**config.mk**
```make
export PLATFORM = sky130hd
export DESIGN_NAME = serial_addsub_ctrl
export DESIGN_NICKNAME = d
export VERILOG_FILES = /design/src/rtl/serial_addsub_ctrl_pkg.sv /design/src/rtl/serial_addsub_ctrl_full_add.sv /design/src/rtl/serial_addsub_ctrl.sv
export SDC_FILE = /design/constraint.sdc
export NUM_CORES = 1
export LEC_CHECK = 0
export ABC_AREA = 1
export CAP_MARGIN = 0
export CORE_ASPECT_RATIO = 1.4
export CORE_MARGIN = 5
export CORE_UTILIZATION = 56
export DETAILED_ROUTE_END_ITERATION = 16
export GPL_TIMING_DRIVEN = 0
export PLACE_DENSITY = 0.9
export SLEW_MARGIN = 5
export SYNTH_ARGS = -nofsm -noshare
export SYNTH_HDL_FRONTEND = slang
export SYNTH_SLANG_ARGS = --single-unit
```
**constraint.sdc**
```tcl
create_clock -name clk -period 4.4 [get_ports clk]
set_clock_uncertainty 0.2 [all_clocks]
set_input_delay 0.66 -clock clk [delete_from_list [all_inputs] [get_ports clk]]
set_output_delay 0.66 -clock clk [all_outputs]
set_load 0.02 [all_outputs]
```
**src/rtl/serial_addsub_ctrl_pkg.sv**
```systemverilog
// Shared definitions for the bit-serial adder/subtractor controller.
//   state_t : sequencer states (IDLE, RUN, DONE)
//   OP_ADD / OP_SUB : encoding of the 'sub' operation-select input
package serial_addsub_ctrl_pkg;

    typedef enum logic [1:0] {
        IDLE = 2'd0,
        RUN  = 2'd1,
        DONE = 2'd2
    } state_t;

    localparam logic OP_ADD = 1'b0;
    localparam logic OP_SUB = 1'b1;

endpackage

```
**src/rtl/serial_addsub_ctrl_full_add.sv**
```systemverilog
// One-bit full-adder cell shared by the serial arithmetic paths.
// Ports:
//   a, b  : input  operand bits
//   cin   : input  carry in
//   y     : output sum bit
//   carry : output carry out
module full_add (
    output logic y,
    output logic carry,
    input  logic cin,
    input  logic a,
    input  logic b
);

    assign y     = a ^ b ^ cin;
    assign carry = (a & b) | (a & cin) | (b & cin);

endmodule

```
**src/rtl/serial_addsub_ctrl.sv**
```systemverilog
// Bit-serial adder/subtractor sequencer. Captures two WIDTH-bit operands on
// start, feeds one full_add cell LSB first through a carry flip-flop and
// reports the result, carry-out and signed overflow with a one-cycle done.
// Ports:
//   clk      : input  system clock (rising edge)
//   rst      : input  asynchronous active-high reset
//   start    : input  request, accepted in IDLE or DONE
//   sub      : input  0 = a+b, 1 = a-b (sampled with start)
//   a, b     : input  WIDTH-bit operands (sampled with start)
//   busy     : output high while the operation runs
//   done     : output one-cycle completion pulse
//   result   : output WIDTH-bit sum/difference, held until next completion
//   cout     : output carry out of MSB (for sub: 1 = no borrow)
//   overflow : output two's-complement overflow
module serial_addsub_ctrl
    import serial_addsub_ctrl_pkg::*;
#(
    parameter int WIDTH = 8
) (
    input  logic             clk,
    input  logic             rst,
    input  logic             start,
    input  logic             sub,
    input  logic [WIDTH-1:0] a,
    input  logic [WIDTH-1:0] b,
    output logic             busy,
    output logic             done,
    output logic [WIDTH-1:0] result,
    output logic             cout,
    output logic             overflow
);

    localparam int            CW   = $clog2(WIDTH);
    localparam logic [CW-1:0] LAST = CW'(WIDTH - 1);

    state_t           r_state;
    logic [WIDTH-1:0] r_a;
    logic [WIDTH-1:0] r_b;
    logic [WIDTH-2:0] r_sum;     // upper sum bits collected so far
    logic             r_carry;
    logic [CW-1:0]    r_cnt;
    logic [WIDTH-1:0] r_result;
    logic             r_cout;
    logic             r_overflow;
    logic             r_busy;
    logic             r_done;

    logic             w_y;
    logic             w_carry;
    logic [WIDTH-1:0] w_sum_next;

    full_add u_cell (
        .y     (w_y),
        .carry (w_carry),
        .cin   (r_carry),
        .a     (r_a[0]),
        .b     (r_b[0])
    );

    // New sum bit enters at the MSB; after WIDTH shifts the LSB sits at bit 0.
    assign w_sum_next = {w_y, r_sum};

    // NOTE: every register here is written with <= so all state updates
    // observe the pre-edge values, exactly as the hardware flops do.
    always_ff @(posedge clk or posedge rst) begin
        if (rst) begin
            r_state    <= IDLE;
            r_a        <= '0;
            r_b        <= '0;
            r_sum      <= '0;
            r_carry    <= 1'b0;
            r_cnt      <= '0;
            r_result   <= '0;
            r_cout     <= 1'b0;
            r_overflow <= 1'b0;
            r_busy     <= 1'b0;
            r_done     <= 1'b0;
        end else begin
            case (r_state)
                IDLE, DONE: begin
                    r_done <= 1'b0;
                    if (start) begin
                        // Subtraction is a + ~b + 1: invert B and preset carry.
                        r_a     <= a;
                        r_b     <= (sub == OP_ADD) ? b : ~b;
                        r_carry <= (sub == OP_SUB);
                        r_cnt   <= '0;
                        r_busy  <= 1'b1;
                        r_state <= RUN;
                    end else begin
                        r_state <= IDLE;
                    end
                end
                RUN: begin
                    r_a     <= r_a >> 1;
                    r_b     <= r_b >> 1;
                    r_sum   <= w_sum_next[WIDTH-1:1];
                    r_carry <= w_carry;
                    r_cnt   <= r_cnt + 1'b1;
                    if (r_cnt == LAST) begin
                        // On the MSB step r_carry is the carry into the MSB,
                        // so overflow is that carry-in XOR the final carry.
                        r_result   <= w_sum_next;
                        r_cout     <= w_carry;
                        r_overflow <= r_carry ^ w_carry;
                        r_busy     <= 1'b0;
                        r_done     <= 1'b1;
                        r_state    <= DONE;
                    end
                end
                default: begin
                    r_busy  <= 1'b0;
                    r_done  <= 1'b0;
                    r_state <= IDLE;
                end
            endcase
        end
    end

    assign busy     = r_busy;
    assign done     = r_done;
    assign result   = r_result;
    assign cout     = r_cout;
    assign overflow = r_overflow;

endmodule
```
Word-level counts from Yosys, hierarchy flattened
Index checks and enable logic that the tools add are counted.
- register bits after elaboration: 41
- latch bits: 0
- bits in writable memories: 0
- memory bits (read-only): 0
- input port bits: 20
- output and inout bits: 12
- logic and storage cells: 49
- memories kept: 0
- add/subtract/negate cells: 1
- $mul: 0
- div/mod/pow operators: 0
- $lt $le $gt $ge: 0
- eq/ne operators: 5
- shift operators: 0
- mux-type cells: 17
- bitwise operators: 9
- reductions and logical operators: 6
- operators by type and width (operator ; count):
    8-bit case mux with 2 select lines ; 2
    8-bit 2-to-1 mux ; 3
    8-bit inverter ; 1
    1-bit 2-to-1 mux ; 6
    3-bit case mux with 2 select lines ; 1
    2-bit AND reduction ; 3
    2-bit != test, second input constant ; 2
    1-bit case mux with 2 select lines ; 2
    2-bit case mux with 2 select lines ; 1
    3-bit by 1-bit adder with 3-bit output, second input constant ; 1
    1-bit bitwise AND ; 3
    3-bit equality test, second input constant ; 1
    3-bit 2-to-1 mux ; 1
    1-bit bitwise XOR ; 3
    2-bit by 1-bit equality test with 1-bit output, second input constant ; 1
    2-bit equality test, second input constant ; 1
    2-bit logical NOT ; 1
    2-bit 2-to-1 mux ; 1
    1-bit OR ; 2
    2-bit nonzero test ; 1
    2-bit OR reduction ; 1

Longest topological paths before layout
Gate-level depths: netlist (run 1).
- depth in word-level cells: 4
- gate-level depth with buffers: 7
- mapped depth without buffers: 6

Cells and area by module
From an unflattened synthesis (run 1), not the netlist that was laid out.
- cell total of the unflattened synthesis: 234
- area total of the unflattened synthesis: 1841.8 µm²
- modules (own cells, without submodules) (module ; times used ; cells each ; area each (µm²) ; seq. area each (µm²)):
    serial_addsub_ctrl ; 1 ; 233 ; 1821.7 ; 1001.0
    full_add ; 1 ; 1 ; 20.0 ; 0.0

Worst setup path after synthesis (run 1)
OpenSTA, ideal clock, no wires.
- path kind: input -> register
- start: input port start
- end: register r_b[0]
- library setup time: 68 ps
- data arrival time: 1318 ps
- data required time: 4132 ps
- path slack: 2814 ps
- stages: 5
- buffers on the path: 1
- cell sequence: buf_2 -> inv_1 -> nor2_1 -> nand3_1 -> nand3_1
- cells in the longest elaborated chain, start to end: 2
- ends and longest elaborated chain (element ; RTL line ; source):
    start, declared ; serial_addsub_ctrl.sv:22 ; input logic start,
    2-bit != test (no line) ; n/a ;
    2-bit AND reduction (no line) ; n/a ;
    end signal, assigned ; serial_addsub_ctrl.sv:85 ; r_b <= (sub == OP_ADD) ? b : ~b;
    end signal, assigned ; serial_addsub_ctrl.sv:96 ; r_b <= r_b >> 1;
    end, declared ; serial_addsub_ctrl.sv:38 ; logic [WIDTH-1:0] r_b;
No other way between the ends.
A chain may end at the register's enable or synchronous reset.

Final worst setup path (run 1)
- start: register r_done, in the netlist done
- end: output port done
- RTL lines (element ; RTL line ; source):
    start, declared ; serial_addsub_ctrl.sv:46 ; logic r_done;
    start signal, assigned ; serial_addsub_ctrl.sv:77 ; r_done <= 1'b0;
    start signal, assigned ; serial_addsub_ctrl.sv:81 ; r_done <= 1'b0;
    start signal, assigned ; serial_addsub_ctrl.sv:107 ; r_done <= 1'b1;
    end, declared ; serial_addsub_ctrl.sv:27 ; output logic done,
No word-level cell between the ends.

==> impl_results.md, run 1 <==
- R2R Path End: r_b[3]
- Total power draw: 1.57 mW
- Rel. slew slack: 0.466
- Crit path launch type: flop
- Req. time, crit path: 3540 ps
- Fmax: 444 MHz
- Initial cell density of the core: 0.585
- WP buf/inv: 1
- Peak supply drop: 0.382 mV
- Setup TNS: 0 ps
- Syn avg cell area: between 7 and 8 um^2
- Area grow syn2layout: 24.0%
- DRT iter0 DRCs: 82
- Mapped Cells: between 200 and 250
- Hold Path Cell Cnt: 2
- Metal-1 WL: 1.63 mm
- Number of gates resized after CTS: 0
- RSZ-0062 raised after global routing: no
- Root Driver: clkbuf_8
- Slowest CP cell: clkdlybuf4s50_1
- Synth cell types: 16
- I/O Buffers: 30
- Post-Syn Area: 1840 um^2
- GRT Util Overall: 0.190
- Placed cells: slightly above 300
- Num CTS Buffers: 5
- Post-layout minimum cycle time: 2250 ps
- Yosys Warn Count: 0
- Worst Setup Path Type: reg2out
- Filler cells: 260
- Most frequent cells in the layout: nand2_1 (114), dfrtp_1 (40), nand3_1 (37), clkdlybuf4s50_1 (30), inv_1 (18)
- Core Region: 3150 um^2
- Area contributors post-synth: dfrtp_1 (54%), nand2_1 (23%), nand3_1 (10%)
- R2r setup slk: 2770 ps
- Met2 routed WL: just under 2 mm
- Die width: 58.5 um
- HP Class: reg2reg
- Half-perimeter wire length after placement: 2.68 mm
- Met3 Routed Length: 155 um
- Commonest non-fill, non-tap cell in the layout: nand2_1
- Yosys top cell by area: dfrtp_1
- Kind of cell adding the most delay to the critical path: buffers and inverters
- Max-slew violation count: 0
- Setup Fix Bufs, Post-CTS: 0
- Crit Path Max Fanout: 4
- Hold path start: r_a[4]
- DRC viols: 0
- DIE AREA: ~4600 um^2
- Endpoints failing hold: 0
- Finished Cell Area: 2280 um^2
- DRT antenna net count: 0
- Syn Nets: 258
- #FFs+latches synth: 40
- NumNets Final: just under 300
- DR vias: 1609
- GRT overflow: 0
- Finish-stage setup viols: 0
- CTS clk-pin slew, worst paths: 70 ps
- 1st-pass router iterations: 5
- WHS Endpoint: r_a[4]
- Max Used Layer: met4
- Final wirelength: roughly 3.8 mm
- Routed wire per std cell: 12.2 um
- Vias in the first global route: 1601
- Worst Reg-to-Reg Cells: 4
- Clk_lat worst skew: slightly below 300 ps
- Initial antenna violation count: 0
- Crit end category: primary output
- CTS hold repair buffers: 0
- Max incr delay on CP: 640 ps
- MaxCap Viol Count: 0
- PwrDens: 687 nW/um^2
- Register area share after synthesis: 0.543
- Fin cells: around 310
- Vias/cell: 5.16
- Hold slack: 278 ps
- Rows: 24
- Num Clock Sinks: 40
- Final Wtd Congestion: 0.770
- First-pass GRT wire length: 6.73 mm
- Post-synth top area share: 0.543
- Final cycle utilization of the critical path: 0.511
- Worst-margin pin slew: 799 ps
- Ant diodes: 0
- Crit path DAT: 1390 ps
- Layout cell share with drive strength beyond 1: 0.0769
- Die Ht: ~80 um
- Largest net degree at the start of global routing: 41
- CTS Buffer Depth: 2
- # IOs: 32
- Placed cell area: 2190 um^2
- Reg-to-Reg Start: r_state[0]
- CTS tree: done
- H-Tree Level Count: 2
- Crit-path cells: clkdlybuf4s50_1
- Lkg Pwr: 1.23 nW
- Outcome: complete, no violations
==> synth_stat cells <==
| cell | count |
|---|---|
| a21oi_1 | 1 |
| buf_2 | 6 |
| buf_4 | 1 |
| clkbuf_1 | 1 |
| dfrtp_1 | 40 |
| fa_1 | 1 |
| ha_1 | 2 |
| inv_1 | 19 |
| inv_2 | 3 |
| nand2_1 | 114 |
| nand2_2 | 1 |
| nand3_1 | 37 |
| nor2_1 | 5 |
| nor2_4 | 1 |
| o21ai_0 | 2 |
| xor2_1 | 1 |
==> per-stage QoR <==
| step | worst slack (ps) | utilization |
|---|---|---|
| CTS | 2140 | 0.725 |
| detailed placement | 2260 | 0.695 |
| floorplan | 2620 | - |
| global route | 2120 | 0.725 |
| global placement | 1810 | 0.695 |
| finish | 2150 | 0.725 |
==> how the worst max path moves through the flow <==
stage | startpoint | to | slack (ps) | cells past startpoint
after global placement | rst | r_b[4] | 1810 | 2
after global routing | done | done | 2120 | 1
after detailed placement | sub | r_b[7] | 2260 | 6
final | done | done | 2150 | 1
after floorplan | rst | busy | 2620 | 1
after CTS | done | done | 2140 | 1
==> where the power goes <==
part,switching (mW),internal [mW],leakage (nW),total (mW)
clock,0.123,0.125,0.0510,0.248
combinational,0.399,0.279,0.679,0.678
sequential,0.107,0.538,0.502,0.644
total,0.629,0.941,1.23,1.57
==> worst reg2reg max path, stage by stage, from the launching register on <==
cell and delay (ps):
dfrtp_1 410, buf_2 200, nor2_1 490, nand3_1 150, nand3_1 120
==> area by class of cell <==
cell class / count / area [um^2] / area share
repair buffers: 30 / 300 / 0.131
well taps: 39 / 48.8 / 0.0214
clock inverters: 2 / 10.0 / 0.00438
plain buffers: 8 / 41.3 / 0.0181
flip-flops and latches: 40 / 1000 / 0.438
clock buffers: 6 / 82.6 / 0.0361
inverters: 22 / 82.6 / 0.0361
multi-input cells: 165 / 718 / 0.314
==> registers in the layout, summed over array words and instances (netlist names) <==
name,count
r_a,8
overflow,1
done,1
r_state,1
r_cnt,3
busy,1
result,8
r_sum,7
cout,1
r_carry,1
r_b,8
==> per-layer routing <==
layer / GRT usage / vias up
met4: 0.0812 / 0
met5: 0 / -
met2: 0.330 / 38
met3: 0.0316 / 10
li1: - / 801
met1: 0.227 / 760
==> cell families (layout without fill, tap and decap cells) <==
kind of cell,after synthesis,after routing,share of synthesized area
adders and majority gates,3,3,0.0244
buffers and inverters,30,68,0.0672
DFF,40,40,0.543
and+or+nand+nor,158,158,0.352
AOI/OAI and AO/OA,3,3,0.00814
xor gates and xnor gates,1,1,0.00475
Power figures use the tool's default switching activity.
==> run 2, diff against run 1 <==
- CORE_UTILIZATION: 56 -> 52
- PLACE_DENSITY: 0.9 -> 0.85
- clock period: 4.4 -> 2.22 ns (I/O delays scaled with it)
==> run 2 against run 1 <==
- count of clock-buffer cells in the layout unchanged
- cell count up 0.32%
- sequential power up 99%
==> impl_results.md, run 2 (synthesis gave the netlist of run 1 again) <==
- DR vias: 1619
- CTS clk-pin slew, worst paths: 70 ps
- Routed wire per std cell: 12.4 um
- PwrDens: 1390 nW/um^2
- Fmax: ~520 MHz
- Multi-input gate area: just over 700 um^2
- Ant diodes: 0
- Core Region: approximately 3400 um^2
- DRT iter0 DRCs: 63
- Rel. slew slack: 0.454
- Hold slack: 263 ps
- Crit-path cells: clkdlybuf4s50_1
- Num CTS Buffers: 5
- Final Wtd Congestion: roughly 0.8
- Setup TNS: 0 ps
- Post-layout minimum cycle time: 1910 ps
- Crit end category: primary output
- Clk_lat worst skew: 290 ps
- First-pass GRT wire length: 6.61 mm
- MaxCap Viol Count: 0
- Worst Setup Path Type: reg2out
- Largest net degree at the start of global routing: 41
- Die width: a little over 60 um
- DRC viols: 0
- RSZ-0062 raised after global routing: no
- WP buf/inv: 1
- Num Clock Sinks: 40
- Vias in the first global route: approximately 1500
- Slowest CP cell: clkdlybuf4s50_1
- Req. time, crit path: ~1700 ps
- Vias/cell: 5.17
- Final wirelength: 3.87 mm
- Area grow syn2layout: 24.8%
- Setup Fix Bufs, Post-CTS: 0
- DRT antenna net count: 0
- Outcome: complete, no violations
- CTS Buffer Depth: 2
- Crit path launch type: flop
- Initial cell density of the core: 0.541
- Layout cell share with drive strength beyond 1: 0.0733
- Peak supply drop: 0.888 mV
- # IOs: 32
- Total power draw: 3.20 mW
- Crit Path Max Fanout: 4
- DIE AREA: 4850 um^2
- Lkg Pwr: between 1 and 1.5 nW
- HP Class: in2reg
- Commonest non-fill, non-tap cell in the layout: nand2_1
- GRT overflow: 0
- CTS hold repair buffers: 0
- R2r setup slk: 630 ps
- Worst-margin pin slew: 818 ps
- Initial antenna violation count: 0
- Kind of cell adding the most delay to the critical path: buffers and inverters
- Filler cells: 294
- Placed cells: about 300
- 1st-pass router iterations: 4
- Die Ht: 80.4 um
- Max-slew violation count: 0
- Finish-stage setup viols: 0
- Max incr delay on CP: 640 ps
- Rows: 25
- Root Driver: clkbuf_8
- Number of gates resized after CTS: 0
- GRT Util Overall: 0.183
- Crit path DAT: about 1400 ps
- NumNets Final: between 200 and 300
- CTS tree: done
- Fin cells: 313
- Most frequent cells in the layout: nand2_1 (114), dfrtp_1 (40), nand3_1 (37), clkdlybuf4s50_1 (30), inv_1 (18)
- H-Tree Level Count: 2
- Final cycle utilization of the critical path: 0.862
- Endpoints failing hold: 0
- Half-perimeter wire length after placement: 2.64 mm
- Area occupied by registers: 1000 um^2
- I/O Buffers: 30
-- run 2: final timing paths --
path	startpoint	to	cells after the start
min in group asynchronous	rst	overflow	2
worst max register to register	r_state[0]	r_b[1]	4
worst min-delay path	start	r_a[0]	5
worst max-delay path	done	done	1
max in group asynchronous	rst	result[2]	2
worst min register to register	result[7]	result[7]	2
-- run 2: worst register-to-register path, cell delays in order, from the launching register on --
cell,delay (ps)
dfrtp_1,420
buf_2,200
nor2_1,460
nand3_1,150
nand3_1,100
-- run 2: cell type report --
type                    count  area share
multi-input cells         165       0.312
well taps                  40      0.0218
clock inverters             2      0.0152
clock buffers               6      0.0315
flip-flops and latches     40       0.435
inverters                  22      0.0359
plain buffers               8      0.0179
repair buffers             30       0.131
-- run 2: report_power, final --
part	switching [mW]	leakage [nW]	internal [mW]
sequential	0.211	0.502	1.07
clock	0.245	0.0552	0.333
combinational	0.796	0.679	0.549
-- run 2: routing by layer --
metal	GRT usage	part of all wire	routed length (um)
met5	0	0	0
met4	0.0599	0.014	54
met3	0.0434	0.056	218
met2	0.319	0.51	1980
met1	0.214	0.42	1620
-- run 2: through the flow --
step                      instance area, um^2  setup WS [ps]  utilization
after CTS                                2300            292        0.675
after floorplan                          1840            769            -
after global placement                   2190          -50.0        0.643
after detailed placement                 2190            439        0.643
after global routing                     2300            261        0.675
final                                    2300            306        0.675
